**src/rtl/mac_ctrl_pkg.sv**
```systemverilog
// Shared types for the MAC array sequencer.
//   state_e  : tile sequencing states
//   INST_*   : 2-bit array instruction encodings ([1] execute, [0] load / OS shift-out)
package mac_ctrl_pkg;

  typedef enum logic [2:0] {
    StIdle,
    StWload,
    StGap,
    StExec,
    StShift,
    StDrain,
    StDone
  } state_e;

  localparam logic [1:0] INST_NOP  = 2'b00;
  localparam logic [1:0] INST_LOAD = 2'b01;
  localparam logic [1:0] INST_EXEC = 2'b10;

endpackage

```
**src/rtl/mac_ctrl_valid_cnt.sv**
```systemverilog
// Saturating counter of array valid pulses for tile-completion detection.
// Ports:
//   clk, reset  : clock, synchronous active-high reset
//   clear       : zero the count (tile start); wins over inc
//   inc         : count one pulse this cycle (ignored once target is reached)
//   target      : count at which the tile is complete
//   reach_next  : count after this cycle's update equals target
module mac_ctrl_valid_cnt #(
  parameter int unsigned len_w = 8
) (
  input  logic             clk,
  input  logic             reset,
  input  logic             clear,
  input  logic             inc,
  input  logic [len_w-1:0] target,
  output logic             reach_next
);

  logic [len_w-1:0] count_q, count_d;

  always_comb begin
    count_d = count_q;
    if (clear) begin
      count_d = '0;
    end else if (inc && (count_q < target)) begin
      count_d = count_q + len_w'(1);
    end
  end

  always_ff @(posedge clk) begin
    if (reset) begin
      count_q <= '0;
    end else begin
      count_q <= count_d;
    end
  end

  // Looks at the post-update value so a pulse on the last needed cycle ends DRAIN immediately.
  assign reach_next = (count_d == target);

endmodule

```
**src/rtl/mac_array_ctrl.sv**
```systemverilog
// Tile sequencer for the MAC array: weight load (WS only), activation streaming with
// execute, OS shift-out, then drain until the array has produced all expected rows.
// Ports:
//   clk, reset               : clock, synchronous active-high reset
//   start                    : one-cycle tile start, honoured only in IDLE
//   cfg_is_os, cfg_act_2b    : tile mode, latched on start
//   cfg_len                  : activation vectors to stream (0 = empty tile)
//   cfg_w_base, cfg_a_base   : SRAM base addresses, latched on start
//   w_rd_en/w_rd_addr        : weight SRAM read port
//   a_rd_en/a_rd_addr        : activation SRAM read port
//   inst_w                   : array instruction, one cycle behind the matching read
//   is_os, act_2b_mode       : latched tile mode
//   valid                    : array valid; only the last column is counted
//   busy, done               : tile in progress / one-cycle completion pulse
module mac_array_ctrl
  import mac_ctrl_pkg::*;
#(
  parameter int unsigned row    = 8,
  parameter int unsigned col    = 8,
  parameter int unsigned addr_w = 11,
  parameter int unsigned len_w  = 8
) (
  input  logic              clk,
  input  logic              reset,
  input  logic              start,
  input  logic              cfg_is_os,
  input  logic              cfg_act_2b,
  input  logic [len_w-1:0]  cfg_len,
  input  logic [addr_w-1:0] cfg_w_base,
  input  logic [addr_w-1:0] cfg_a_base,
  output logic              w_rd_en,
  output logic [addr_w-1:0] w_rd_addr,
  output logic              a_rd_en,
  output logic [addr_w-1:0] a_rd_addr,
  output logic [1:0]        inst_w,
  output logic              is_os,
  output logic              act_2b_mode,
  input  logic [col-1:0]    valid,
  output logic              busy,
  output logic              done
);

  localparam logic [len_w-1:0] ColLast = len_w'(col - 1);
  localparam logic [len_w-1:0] RowLast = len_w'(row - 1);

  state_e            state_q, state_d;
  logic [len_w-1:0]  cnt_q, cnt_d;
  logic [len_w-1:0]  len_q;
  logic [addr_w-1:0] w_base_q, a_base_q;
  logic              is_os_q, act_2b_q;
  logic [1:0]        inst_q, inst_d;
  logic              start_ok;
  logic              cnt_inc;
  logic              reach_next;
  logic [len_w-1:0]  target;
  logic              unused_valid;

  assign unused_valid = ^valid[col-2:0];

  assign start_ok = start && (state_q == StIdle);
  assign target   = is_os_q ? len_w'(row) : len_q;

  always_comb begin
    state_d   = state_q;
    cnt_d     = cnt_q;
    inst_d    = INST_NOP;
    w_rd_en   = 1'b0;
    w_rd_addr = '0;
    a_rd_en   = 1'b0;
    a_rd_addr = '0;
    busy      = 1'b0;
    done      = 1'b0;
    cnt_inc   = 1'b0;
    case (state_q)
      StIdle: begin
        if (start) begin
          cnt_d = '0;
          if (cfg_len == '0) begin
            state_d = StDone;
          end else if (cfg_is_os) begin
            state_d = StExec;
          end else begin
            state_d = StWload;
          end
        end
      end
      StWload: begin
        busy      = 1'b1;
        w_rd_en   = 1'b1;
        w_rd_addr = w_base_q + addr_w'(cnt_q);
        inst_d    = INST_LOAD;
        if (cnt_q == ColLast) begin
          cnt_d   = '0;
          state_d = StGap;
        end else begin
          cnt_d = cnt_q + len_w'(1);
        end
      end
      StGap: begin
        // Lets the last LOAD leave the inst pipeline before EXEC reads begin.
        busy    = 1'b1;
        state_d = StExec;
      end
      StExec: begin
        busy      = 1'b1;
        a_rd_en   = 1'b1;
        a_rd_addr = a_base_q + addr_w'(cnt_q);
        inst_d    = INST_EXEC;
        cnt_inc   = valid[col-1];
        if (cnt_q == len_q - len_w'(1)) begin
          cnt_d   = '0;
          state_d = is_os_q ? StShift : StDrain;
        end else begin
          cnt_d = cnt_q + len_w'(1);
        end
      end
      StShift: begin
        busy    = 1'b1;
        inst_d  = INST_LOAD;
        cnt_inc = valid[col-1];
        if (cnt_q == RowLast) begin
          cnt_d   = '0;
          state_d = StDrain;
        end else begin
          cnt_d = cnt_q + len_w'(1);
        end
      end
      StDrain: begin
        busy    = 1'b1;
        cnt_inc = valid[col-1];
        if (reach_next) begin
          state_d = StDone;
        end
      end
      StDone: begin
        done    = 1'b1;
        state_d = StIdle;
      end
      default: begin
        state_d = StIdle;
      end
    endcase
  end

  always_ff @(posedge clk) begin
    if (reset) begin
      state_q  <= StIdle;
      cnt_q    <= '0;
      inst_q   <= INST_NOP;
      len_q    <= '0;
      w_base_q <= '0;
      a_base_q <= '0;
      is_os_q  <= 1'b0;
      act_2b_q <= 1'b0;
    end else begin
      state_q <= state_d;
      cnt_q   <= cnt_d;
      inst_q  <= inst_d;
      if (start_ok) begin
        len_q    <= cfg_len;
        w_base_q <= cfg_w_base;
        a_base_q <= cfg_a_base;
        is_os_q  <= cfg_is_os;
        act_2b_q <= cfg_act_2b;
      end
    end
  end

  assign inst_w      = inst_q;
  assign is_os       = is_os_q;
  assign act_2b_mode = act_2b_q;

  mac_ctrl_valid_cnt #(
    .len_w(len_w)
  ) u_valid_cnt (
    .clk       (clk),
    .reset     (reset),
    .clear     (start_ok),
    .inc       (cnt_inc),
    .target    (target),
    .reach_next(reach_next)
  );

endmodule

```
**config.mk**
```make
export PLATFORM = sky130hd
export DESIGN_NAME = mac_array_ctrl
export DESIGN_NICKNAME = d
export VERILOG_FILES = /design/src/rtl/mac_ctrl_pkg.sv /design/src/rtl/mac_ctrl_valid_cnt.sv /design/src/rtl/mac_array_ctrl.sv
export SDC_FILE = /design/constraint.sdc
export NUM_CORES = 1
export LEC_CHECK = 0
export CORE_ASPECT_RATIO = 0.5
export CORE_MARGIN = 2
export CORE_UTILIZATION = 31
export CTS_BUF_LIST = sky130_fd_sc_hd__clkbuf_8 sky130_fd_sc_hd__clkbuf_16
export DETAILED_ROUTE_END_ITERATION = 12
export DONT_BUFFER_PORTS = 1
export HOLD_SLACK_MARGIN = 0.12
export MAX_ROUTING_LAYER = met4
export PLACE_DENSITY = 0.57
export SLEW_MARGIN = 30
export SYNTH_ARGS = -nofsm -noshare
export SYNTH_HDL_FRONTEND = slang
export SYNTH_SLANG_ARGS = --single-unit
```
**constraint.sdc**
```tcl
create_clock -name clk -period 6.8 [get_ports clk]
set_input_delay 1.02 -clock clk [delete_from_list [all_inputs] [get_ports clk]]
set_output_delay 1.02 -clock clk [all_outputs]
set_load 0.03 [all_outputs]
```
==> summary.txt <==
Synth
  • Mux contribution to synthesized area: 0.002982
  • Ys async rst share: 0
  • Top_reg_cell synth: dfxtp_1
  • Post-synth cell types: 58
  • Syn_nets: 583
  • Syn Inst Count: 512
  • FF+latch count, synth: 53
  • Synth warnings: 0
  • Main combinational cell family by area after synthesis: simple AND/OR/NAND/NOR gates
  • Post-synthesis simple-gate area fraction: 0.2747
  • EDFF count, synth: 0
  • Compound-cell area share of the yosys netlist: 0.2240
  • Mean area per synthesized cell: 7.375 sq um
  • Sequential-to-total area share from yosys stat: 0.2810
  • Cell area after synthesis: 0.003776 sq mm
  • Synth Area in Adders: 0.09675
  • Post-synthesis xor/xnor area fraction: 0.07654

Critical path
  • Critical path arrival: 3100 ps
  • CP max stage delay: 550 ps
  • CP max-delay cell: a21oi_1
  • Crit end category: primary output
  • Worst path most repeated cell: a21oi_1
  • Startpoint Class: flop
  • Maximum fanout along the worst path: 7
  • Crit Path Class: flop to primary output
  • Crit path cell chain: ha_1, fa_1, a21o_1, a21oi_1, o21bai_1, a21oi_1, o21bai_1, a21oi_1, o21ai_0, a21oi_1
  • Req. time, crit path: 5780 ps

Power
  • Leakage: 1.530 nW
  • Power per cell area: 289.4 mW/mm^2
  • Peak supply drop: 0.00009537 V

STA
  • Final Worst Setup Slack: 2680 ps
  • RSZ-0062 raised after global routing: no
  • Fin. max-slew vios: 0
  • Fmax: 0.2427 GHz
  • Fin crit share: 0.6058
  • Rel. slew slack: 0.4228
  • Hold Vio Cnt, Final: 0
  • Setup violators final: 0
  • Worst Tran Pin Value: 844.0 ps
  • Min Tclk post-route: 4120 ps
  • Layout Skew: 7.469 ps
  • TNS Setup: 0 ps

Die
  • DIE WIDTH: 160.1 um
  • Die Y: 82.04 um
  • Area of the die: 0.01313 sq mm
  • Io pins: 73
  • Initial core utilization: 0.3189
  • Core Box Area: 0.01184 sq mm
  • Row count: 28

Layout
  • Area Overhead vs Synth: 7.555%
  • Final instance area: 0.004061 sq mm
  • Register area: 0.001061 sq mm
  • FILL cells: 1298
  • # diodes: 0
  • Core Util, Final: 0.3430
  • Final std cells w/o fill: 661
  • # nets final: 566
  • Area of the multi-input gates: 0.002554 sq mm
  • Share of cells above drive strength 1: 0.04234

Placed design
  • Post-place setup slack: 2768 ps
  • GP Congestion: 0.8060
  • DP Area: 0.003905 sq mm
  • Cell count after placement: 653
  • IO Port Bufs: 0
  • Hpwl dp: 7189 um

GRT
  • Total gr overflow: 0
  • Overall Global Routing Usage: 0.1549
  • Number of global-route vias before repair: 3138
  • Global-route wire length before repair: 15870 um
  • Largest net degree at the start of global routing: 48
  • Initial antenna violation count: 0

Route
  • Routed wire per std cell: 14.74 um
  • Drt drc: 0
  • Drt pass-1 iters: 4
  • DR vias: 3383
  • Routed Wire Length: 9740 um
  • DR iter-0 viols: 156
  • Post-route ant nets: 0
  • Routed vias/inst: 5.118

Job
  • Max Cap Viol: 0

CTS
  • Worst-Skew Late Latency: 300 ps
  • CTS H-tree depth: 2
  • Clk pin slew, worst setup/hold paths: 80 ps
  • CTS tree: yes
  • Cts hold-fix bufs: 0
  • CTS resizes: 0
  • CTS Buffer Depth: 2
  • # clock sinks: 53
  • Post-CTS Setup Inserts: 0
  • CTS Buf Count: 5
  • CTS root buf: clkbuf_16

Outcome
  • Status: finished clean

Min path
  • Min-delay worst type: flop to flop
==> state kept, by name, indices dropped and copies added, names as in the netlist <==
name / count
state_q: 3
inst_w: 2
u_valid_cnt.count_q: 8
is_os: 1
len_q: 8
act_2b_mode: 1
w_base_q: 11
cnt_q: 8
a_base_q: 11
==> worst max-delay path: cells and delay by family (launching register included) <==
kind,cells,cell delay [ps]
AOI/OAI and AO/OA,8,1720
adders and majority gates,2,670
DFF,1,400
==> worst paths after layout <==
kind / from / end / slack, ps / depth (start not counted)
setup / recovery: cnt_q[0] / w_rd_addr[10] / 2680 / 10
hold / removal: a_base_q[0] / a_base_q[0] / 460 / 2
setup reg to reg: is_os / state_q[0] / 2770 / 10
hold reg to reg: a_base_q[0] / a_base_q[0] / 460 / 2
==> routing by layer <==
metal,up-vias,global-route usage,routed length (um)
met1,1572,0.1949,4943
met2,45,0.2636,4419
met4,0,0.02973,76
met3,6,0.03131,301
met5,-,-,0
li1,1760,-,-
==> cells in the final DEF, fill, tap and decap left out, drive strengths merged, types with 6 or more instances in the layout <==
cell type | synthesis | layout
a211oi | 7 | 7
a21o | 7 | 7
a21oi | 63 | 63
and2 | 6 | 6
clkbuf | 22 | 6
dfxtp | 53 | 53
ha | 26 | 26
inv | 15 | 16
nand2 | 84 | 84
nand2b | 11 | 11
nand3 | 13 | 13
nor2 | 49 | 49
nor3 | 12 | 12
o21ai | 18 | 18
o21bai | 8 | 8
or3 | 14 | 14
xnor2 | 20 | 20
xor2 | 13 | 13
==> logic make-up after synthesis <==
kind of cell,Yosys count
simple gates,219
compound gates,135
flops,53
buf+inv,43
xor+xnor,33
fa+ha+maj,28
mux,1
==> cell type report <==
class / instances / area share
clock inverters: 2 / 0.004313
clock buffers: 6 / 0.03420
flip-flops and latches: 53 / 0.2612
inverters: 16 / 0.01510
well taps: 165 / 0.05083
repair buffers: 3 / 0.005545
multi-input cells: 416 / 0.6288
==> stage by stage <==
| step | power (mW) | hold slack [ps] |
|---|---|---|
| final | 1.175 | 457.9 |
| after global routing | 1.266 | 484.7 |
| after CTS | 1.189 | 457.5 |
| after detailed placement | 0.9128 | 446.9 |
| after global placement | 0.9025 | 442.3 |
| after floorplan | 0.8050 | 440.0 |
==> Yosys cell counts (all sizes together) (3+ instances only) <==
| cell type | count | area (sq um) |
|---|---|---|
| a211oi | 7 | 57.55 |
| a21o | 7 | 52.55 |
| a21oi | 63 | 315.3 |
| and2 | 6 | 37.54 |
| and3 | 5 | 31.28 |
| and4 | 3 | 26.28 |
| buf | 5 | 22.52 |
| clkbuf | 22 | 82.58 |
| dfxtp | 53 | 1061 |
| ha | 26 | 325.3 |
| inv | 15 | 56.30 |
| nand2 | 84 | 315.3 |
| nand2b | 11 | 68.82 |
| nand3 | 13 | 65.06 |
| nor2 | 49 | 183.9 |
| nor2b | 5 | 31.28 |
| nor3 | 12 | 60.06 |
| nor3b | 4 | 30.03 |
| o211ai | 5 | 37.54 |
| o21a | 3 | 22.52 |
| o21ai | 18 | 93.84 |
| o21bai | 8 | 60.06 |
| or3 | 14 | 92.59 |
| or4 | 3 | 22.52 |
| xnor2 | 20 | 175.2 |
| xor2 | 13 | 113.9 |
==> where the power goes <==
group	switching [mW]	total [mW]	leakage (nW)	internal, mW
registers	0.0835	0.440	0.432	0.357
clock network	0.125	0.274	0.0775	0.149
logic	0.292	0.461	1.02	0.169
total	0.501	1.18	1.53	0.674
Note: power is estimated with default switching activity, not from simulation.
